## src/rtl/nd_pkt_fifo.sv

```systemverilog
// nd_pkt_fifo
// Packet-aware FIFO for the USB receiver's non-data path (tokens and
// handshakes). The receive decoder writes bytes on one side and the protocol
// controller reads them on the other. A packet's bytes become readable only
// after its last byte commits it. A packet can be aborted while it is being
// written. A packet that overflows is thrown away whole instead of being
// truncated.
//
// Parameters
//   DATA_WIDTH  bits per entry
//   DEPTH       number of entries (>= 2, need not be a power of two)
//   AF_MARGIN   almost_full asserts when free entries <= AF_MARGIN
//   CW          width of the count outputs, $clog2(DEPTH+1)
//
// Ports
//   clk          system clock, rising edge
//   n_rst        asynchronous active-low reset
//   w_enable     write w_data at the write pointer
//   w_data       write data
//   w_last       written byte ends the packet and commits it
//   pkt_discard  abort the packet in progress and free its bytes
//   r_enable     pop the head entry
//   r_data       head entry, first-word-fall-through
//   r_last       head entry is the final byte of its packet
//   empty        no committed entries
//   full         no free entries (committed plus uncommitted)
//   almost_full  free entries <= AF_MARGIN
//   count        committed entries not yet read
//   pkt_count    committed packets not fully read
//   drop         one-cycle pulse when an overflowed packet is thrown away
module nd_pkt_fifo #(
  parameter  int DATA_WIDTH = 8,
  parameter  int DEPTH      = 16,
  parameter  int AF_MARGIN  = 2,
  localparam int CW         = $clog2(DEPTH + 1)
) (
  input  logic                  clk,
  input  logic                  n_rst,
  input  logic                  w_enable,
  input  logic [DATA_WIDTH-1:0] w_data,
  input  logic                  w_last,
  input  logic                  pkt_discard,
  input  logic                  r_enable,
  output logic [DATA_WIDTH-1:0] r_data,
  output logic                  r_last,
  output logic                  empty,
  output logic                  full,
  output logic                  almost_full,
  output logic [CW-1:0]         count,
  output logic [CW-1:0]         pkt_count,
  output logic                  drop
);

  localparam int PW = (DEPTH > 1) ? $clog2(DEPTH) : 1;

  // Each storage entry holds the data byte plus its last-of-packet flag in the MSB.
  logic [DATA_WIDTH:0] mem [DEPTH];

  // rd_ptr points at the head. cm_ptr points one past the last committed
  // entry. wr_ptr points at the next free entry.
  logic [PW-1:0] rd_ptr;
  logic [PW-1:0] cm_ptr;
  logic [PW-1:0] wr_ptr;

  // used counts all occupied entries, committed or not, and drives full.
  // pend counts the bytes of the packet currently being written.
  logic [CW-1:0] used;
  logic [CW-1:0] pend;
  logic          ovf;

  logic [CW-1:0] free_cnt;
  logic          do_read;
  logic          rewind;
  logic          advance;
  logic          commit;
  logic          set_ovf;
  logic          drop_next;
  logic          head_last;

  // Advance a pointer by one, wrapping at DEPTH-1 so DEPTH can be any value.
  function automatic logic [PW-1:0] ptr_inc(input logic [PW-1:0] p);
    return (p == PW'(DEPTH - 1)) ? '0 : p + 1'b1;
  endfunction

  // The read side sees storage directly (first-word-fall-through).
  // Status flags come from the registered occupancy counters.
  assign r_data      = mem[rd_ptr][DATA_WIDTH-1:0];
  assign r_last      = mem[rd_ptr][DATA_WIDTH];
  assign head_last   = mem[rd_ptr][DATA_WIDTH];
  assign empty       = (count == '0);
  assign full        = (used == CW'(DEPTH));
  assign free_cnt    = CW'(DEPTH) - used;
  assign almost_full = (int'(free_cnt) <= AF_MARGIN);

  // Decode what happens at the next edge.
  // A rewind puts wr_ptr back at cm_ptr. A rewind comes from pkt_discard.
  // It also comes from a w_last that finishes a packet which already
  // overflowed, or a w_last that itself arrives while the FIFO is full. A
  // discard beats any write in the same cycle. Only the overflow rewinds
  // pulse drop.
  always_comb begin
    do_read   = 1'b0;
    rewind    = 1'b0;
    advance   = 1'b0;
    commit    = 1'b0;
    set_ovf   = 1'b0;
    drop_next = 1'b0;

    do_read   = r_enable && !empty;
    drop_next = !pkt_discard && w_enable && w_last && (full || ovf);
    rewind    = pkt_discard || drop_next;
    advance   = w_enable && !full && !rewind;
    commit    = advance && w_last;
    set_ovf   = w_enable && full && !w_last && !pkt_discard;
  end

  // Pointer, counter and overflow state.
  // On a commit, count grows by the whole packet (the pending bytes plus
  // this last one). On a rewind, used gives back the pending bytes. A read
  // in the same cycle is always applied on top of either.
  always_ff @(posedge clk or negedge n_rst) begin
    if (!n_rst) begin
      rd_ptr    <= '0;
      cm_ptr    <= '0;
      wr_ptr    <= '0;
      used      <= '0;
      pend      <= '0;
      count     <= '0;
      pkt_count <= '0;
      ovf       <= 1'b0;
      drop      <= 1'b0;
    end else begin
      drop <= drop_next;

      if (do_read) begin
        rd_ptr <= ptr_inc(rd_ptr);
      end

      if (rewind) begin
        wr_ptr <= cm_ptr;
        pend   <= '0;
        ovf    <= 1'b0;
      end else begin
        if (advance) begin
          wr_ptr <= ptr_inc(wr_ptr);
          pend   <= commit ? '0 : pend + CW'(1);
        end
        if (commit) begin
          cm_ptr <= ptr_inc(wr_ptr);
        end
        if (set_ovf) begin
          ovf <= 1'b1;
        end
      end

      used      <= used + CW'(advance) - CW'(do_read) - (rewind ? pend : '0);
      count     <= count - CW'(do_read) + (commit ? pend + CW'(1) : '0);
      pkt_count <= pkt_count + CW'(commit) - CW'(do_read && head_last);
    end
  end

  // Storage array. It is cleared on reset so the outputs read as zero
  // afterwards. A byte is stored only when the write actually claims a free
  // entry. Dropped and rewound writes never touch the array.
  always_ff @(posedge clk or negedge n_rst) begin
    if (!n_rst) begin
      for (int i = 0; i < DEPTH; i++) begin
        mem[i] <= '0;
      end
    end else if (advance) begin
      mem[wr_ptr] <= {w_last, w_data};
    end
  end

endmodule

```

## config.mk

```make
export PLATFORM = sky130hd
export DESIGN_NAME = nd_pkt_fifo
export DESIGN_NICKNAME = d
export VERILOG_FILES = /design/src/rtl/nd_pkt_fifo.sv
export SDC_FILE = /design/constraint.sdc
export NUM_CORES = 1
export LEC_CHECK = 0
export ABC_AREA = 1
export CAP_MARGIN = 0
export CORE_MARGIN = 3
export CORE_UTILIZATION = 40
export DETAILED_ROUTE_END_ITERATION = 12
export PLACE_DENSITY_LB_ADDON = 0.05
export SLEW_MARGIN = 20
export SYNTH_ARGS = -nofsm -noshare
export SYNTH_HDL_FRONTEND = slang
export SYNTH_SLANG_ARGS = --single-unit
```

## constraint.sdc

```tcl
create_clock -name clk -period 3.1 [get_ports clk]
set_input_delay 0.465 -clock clk [delete_from_list [all_inputs] [get_ports clk]]
set_output_delay 0.465 -clock clk [all_outputs]
set_load 0.02 [all_outputs]
```

Word level (Yosys, flattened, before mapping) --
Cells that the tools add are included.
Storage, ports and cells: bits in registers 178, bits of input ports 14, output and inout port bits 23, word-level logic and storage cells 86
Cells by class: add/subtract/negate cells 11, order comparisons 4, eq/ne operators 3, multiplexer cells 17, bitwise gates (word level) 3, reductions and logical operators 23
Operators by type and width (count):
- $bwmux W144 | 1
- $bmux W9 S4 | 1
- $demux W9 S4 | 1
- $mux W9 | 3
- $mux W5 | 5
- $mux W4 | 4
- $sub A5 B1 Y5 | 3
- $logic_and A1 B1 Y1 | 12
- $add A5 B1 Y5 | 2
- $ge A5 B5 Y1 const B | 2
- $not A4 Y5 | 2
- $add A4 B1 Y4 const B | 2
- $eq A4 B4 Y1 const B | 2
- $add A5 B1 Y5 const B | 1
- $add A5 B5 Y5 | 1
- $eq A5 B5 Y1 const B | 1
- $le A5 B2 Y1 const B | 1
- $logic_not A1 Y1 | 5
- $logic_not A5 Y1 | 1
- $lt A5 B1 Y1 const B | 1
- $sub A5 B5 Y5 | 1
- $sub A5 B5 Y5 const A | 1
- $reduce_bool A2 Y1 | 2
- $logic_or A1 B1 Y1 | 2
- other kinds (3) | 4

Longest topological paths before layout --
Gate-level depths: netlist of the first run.
depth after elaboration 11, gate-level depth with buffers 24, mapped depth without buffers 24

Worst setup path after synthesis of the first run --
Ideal clock, no wire load.
path type flip-flop to flip-flop, start point reg used[1], end point reg count[4], library setup time 0.113 ns, arrival time 3.306 ns, data required time 2.987 ns, path slack -0.319 ns, stages on the path, launching flop included 23, path buffers 0, clock period less this slack 3.419 ns, path through dfrtp_1 > inv_1 > ha_1 > nand2_1 > nor2_1 > ha_1 > nor2_8 > nand3_4 > nor2_4 > inv_2 > or2_2 > ha_1 > inv_1 > ha_1 > fa_1 > nand3_1 > nand2_1 > nand2_1 > nand2_1 > inv_1 > nand2_1 > nand2_1 > inv_1
On the way: word-level cells in the longest chain between the ends 9, elaborated cells on any way between the ends 11, classes of those cells add/sub (1); eq/ne (1); mux (1); reduce/logical (8)
Ends and longest elaborated chain:
- start: declaration | line 67 | logic [CW-1:0] used;
- start signal: assignment | line 156 | used <= used + CW'(advance) - CW'(do_read) - (rewind ? pend : '0);
- $eq A5 B5 Y1 * | line 91 | assign full = (used == CW'(DEPTH));
- via full | line 47 | output logic full,
- $logic_or A1 B1 Y1 | line 110 | drop_next = !pkt_discard && w_enable && w_last && (full || ovf);
- $logic_and A1 B1 Y1 | line 110
- $logic_or A1 B1 Y1 | line 111 | rewind = pkt_discard || drop_next;
- $logic_not A1 Y1 | line 112 | advance = w_enable && !full && !rewind;
- $logic_and A1 B1 Y1 * | line 112
- $logic_and A1 B1 Y1 * | line 113 | commit = advance && w_last;
- $mux W5 * | line 157 | count <= count - CW'(do_read) + (commit ? pend + CW'(1) : '0);
- $add A5 B5 Y5 * | line 157
- end signal: assignment | line 157
- end: declaration | line 49 | output logic [CW-1:0] count,
Mark *: on every way through the listed nets, which the timed path passes. The rest lies on a longest branch. A chain may end at the register's enable or synchronous reset.

Worst setup path after layout of the first run --
start point reg used[1], end point reg used[3]
On the way: word-level cells in the longest chain between the ends 9, elaborated cells on any way between the ends 12, classes of those cells add/sub (3); eq/ne (1); mux (1); reduce/logical (7)
Ends and longest elaborated chain (line):
- $eq A5 B5 Y1 | 91
- $logic_or A1 B1 Y1 | 110
- $logic_and A1 B1 Y1 | 110
- $logic_or A1 B1 Y1 | 111
- $logic_not A1 Y1 | 112
- $logic_and A1 B1 Y1 | 112
- $add A5 B1 Y5 | 156
- $sub A5 B1 Y5 | 156
- $sub A5 B5 Y5 * | 156
Every way passes the cells marked *; elsewhere a longest branch is shown, timed or not.

==> reports/metrics.yaml, run 1 <==
synthesis.nets: 1116
initial_core_util_pct: 41.4
clk_latency_ns: 0.43
rsz0062_at_grt: "yes"
final_cell_mix: "nand2_1 (251), dfrtp_1 (176), o21ai_0 (152), nor2_1 (111), inv_1 (75)"
drt_iter0_drc: 547
cts_buffer_depth: 2
irDropWorstVdd_mv: 0.610
p_seq_share_pct: 33.3
fmax_mhz: 335
relSlewSlack_pct: 44.6
dp_slack_ns: -0.102
hold_viol: 0
drtAntennaViolNets: 0
reg2reg_depth: 16
synth_seq_cells: 178
die-height_um: 158
coreArea_mm2: 0.0222
final_max_slew_viol_count: 0
swShare_pct: 40.1
ys_warn_count: 0
cts.sinks: 178
setup_viol: 0
grt_pass1_wl_um: 39200
clockPowerShare_pct: 21.4
htreeDepth: 4
worst_slack_ns: 0.119
grt_util_all_layers_pct: 20.5
clk_pin_slew_ns: 0.07
antenna_found_initial: 0
tightest_slew_ns: 0.830
portBuffers: 36
worst-path-max-fanout: 2
core.rowCount: 54
p_int_mw: 6.61
nets: 1160
maxCapViolCount: 0
r2r_start: "used[1]"
area_growth_pct: 16.7
clockRootBuffer: "clkbuf_16"
p_leak_nw: 4.98
dp_hpwl_um: 15700
cts_hold_buf: 0
status: "finished clean"
dr.pass1.iters: 5
final_core_util_pct: 48.3
hold_class: "in -> async"
drt-total-wl_um: 24400
final_common_cell: "nand2_1"
grt_overflow: 0
path_class: "reg -> reg"
fin_crit_ns: 2.98
cts_tree: "built"
cts_buffers: 17
power_density_mw_per_mm2: 1030
dieArea_mm2: 0.0248
die_w_um: 158
final_cell_area_mm2: 0.0107
pwr-share-comb_pct: 45.4
required_ns: 3.42
vias: 7062
placed_cell_area_mm2: 0.00993
seq_area_frac_synth_pct: 48.4
fin_tns_setup_ns: 0
cp.arrival_ns: 3.30
netlist_area_mm2: 0.00920
grt_pass1_vias: 6914
ioPinCount: 37
synthCells: 1068
finalClockSkew_ns: 0.0103
wl_per_cell_um: 17.4
grt_max_degree: 83
n_antenna_cell: 0
drive_gt1_share_pct: 15.6
r2r_setup_slack_ns: 0.12
place.gp.congestion: 0.802
end_kind: "flop"
placed_cells: 1365
avgSynthCellArea_um2: 8.61
r2r-end: "used[3]"
synth_cell_types: 35
nFillCells: 2203
finalNonFillerCells: 1405
p_sw_mw: 4.43
start_kind: "flop"
drc_errors: 0
routed_via_density: 5.03
fin_crit_sh_pct: 96.2
-- kinds of logic (layout without fill, tap and decap cells) --
family,after synthesis,in the layout,share of synthesized area (%)
compound gates,267,267,17.0
xor+xnor,17,17,1.62
fa+ha+maj,34,34,5.03
buf+inv,137,194,7.09
flops,178,178,48.4
simple gates,435,435,20.8
-- state kept, by name (all words and copies together) (netlist names), 4 cells and up --
name and cells:
used 5, pend 5, wr_ptr 4, rd_ptr 4, count 5, cm_ptr 4
pkt_count 5, mem 144
-- power groups by stage --
stage	sequential [mW]	clock, mW	combinational [mW]
6_report	3.67	2.36	5.01
5_1_grt	3.77	2.51	5.70
4_1_cts	3.66	2.42	4.86
3_5_place_dp	3.69	0	4.83
3_3_place_gp	3.69	0	4.81
2_1_floorplan	3.64	0	3.25
-- critical path: stages (launching register included) --
cell and delay [ns]:
dfrtp_1 0.39, inv_2 0.09, ha_4 0.14, nand2_2 0.06, nor2_4 0.10, ha_4 0.15, inv_2 0.03, nand2_2 0.07
nand3_4 0.10, nand2_4 0.09, nand2_2 0.06, fa_2 0.40, fa_2 0.42, buf_4 0.14, buf_4 0.12, fa_2 0.34
xor2_1 0.16
-- through the flow --
step	total power, mW	hold slack [ns]
final	11.0	0.0657
after global routing	12.0	0.115
after CTS	10.9	0.112
after detailed placement	8.52	0.465
after global placement	8.50	0.461
after floorplan	6.89	0.169
-- final cells by class --
class                           count  area (µm²)  area share (%)
Clock buffer                       18         439            4.09
Clock inverter                     14         198            1.84
Inverter                           84         328            3.05
Multi-Input combinational cell    753        4220            39.3
Sequential cell                   178        4460            41.5
Tap cell                          280         350            3.26
Timing Repair Buffer               78         744            6.94
-- cells in the mapped netlist --
cell type | instances | area [µm²]
o21bai_1 | 1 | 7.51
nand3b_1 | 1 | 7.51
or2_2 | 2 | 12.5
xor2_1 | 14 | 123
nand3_1 | 36 | 180
a21oi_1 | 9 | 45.0
nor2_1 | 112 | 420
o21ai_1 | 27 | 135
buf_2 | 15 | 75.1
nor2_4 | 2 | 22.5
nand4_1 | 2 | 12.5
buf_12 | 5 | 100
ha_1 | 29 | 363
nand3_2 | 1 | 10.0
o21ai_0 | 158 | 791
buf_1 | 5 | 18.8
nor2_2 | 1 | 6.26
o22ai_1 | 9 | 56.3
nand2_1 | 255 | 957
inv_8 | 1 | 11.3
o211ai_1 | 18 | 135
fa_1 | 5 | 100
inv_1 | 78 | 293
buf_6 | 4 | 45.0
o21ai_2 | 45 | 394
nand3_4 | 1 | 17.5
xnor2_1 | 3 | 26.3
clkbuf_1 | 24 | 90.1
nand2_8 | 4 | 80.1
nand2_2 | 13 | 81.3
dfrtp_1 | 178 | 4450
clkinv_1 | 2 | 7.51
inv_2 | 3 | 11.3
nor2_8 | 1 | 20.0
nand4_4 | 4 | 85.1
-- timing repair --
item                                    CTS  global route
cloned                                    0             1
pin swaps                                 0            11
gates resized for setup                   5            18
endpoints found under the setup margin    5            12
setup buffers                             0             7
-- worst max path at each step --
stage                    from        end  slack (ns)  cells after the start
detailed placement   w_enable   count[4]       -0.10                     20
floorplan             used[1]   count[4]       -0.02                     22
finish                used[1]    used[3]        0.12                     16
global route          used[0]    used[4]       -0.04                     19
CTS                 rd_ptr[0]  r_data[4]       0.007                     10
global placement     w_enable   count[4]       -0.08                     20
-- metal layers --
metal	track usage (%)	share of wire (%)	vias up
li1	-	-	3592
met1	30.9	51	3347
met2	31.8	45	108
met3	3.20	3.1	15
met4	3.51	0.68	0
met5	0	0	-
No activity file was read; power rests on OpenSTA's default activity.
==> run 2: changes to the inputs <==
Settings changed: CAP_MARGIN 0 to not set.
==> results of run 2 <==
Final layout, timing and power as in run 1 (identical DEF).
==> run 3: changes to the inputs <==
Settings changed: CTS_CLUSTER_SIZE set to 30.
==> results of run 3 <==
Final layout, timing and power as in run 1 (identical DEF).
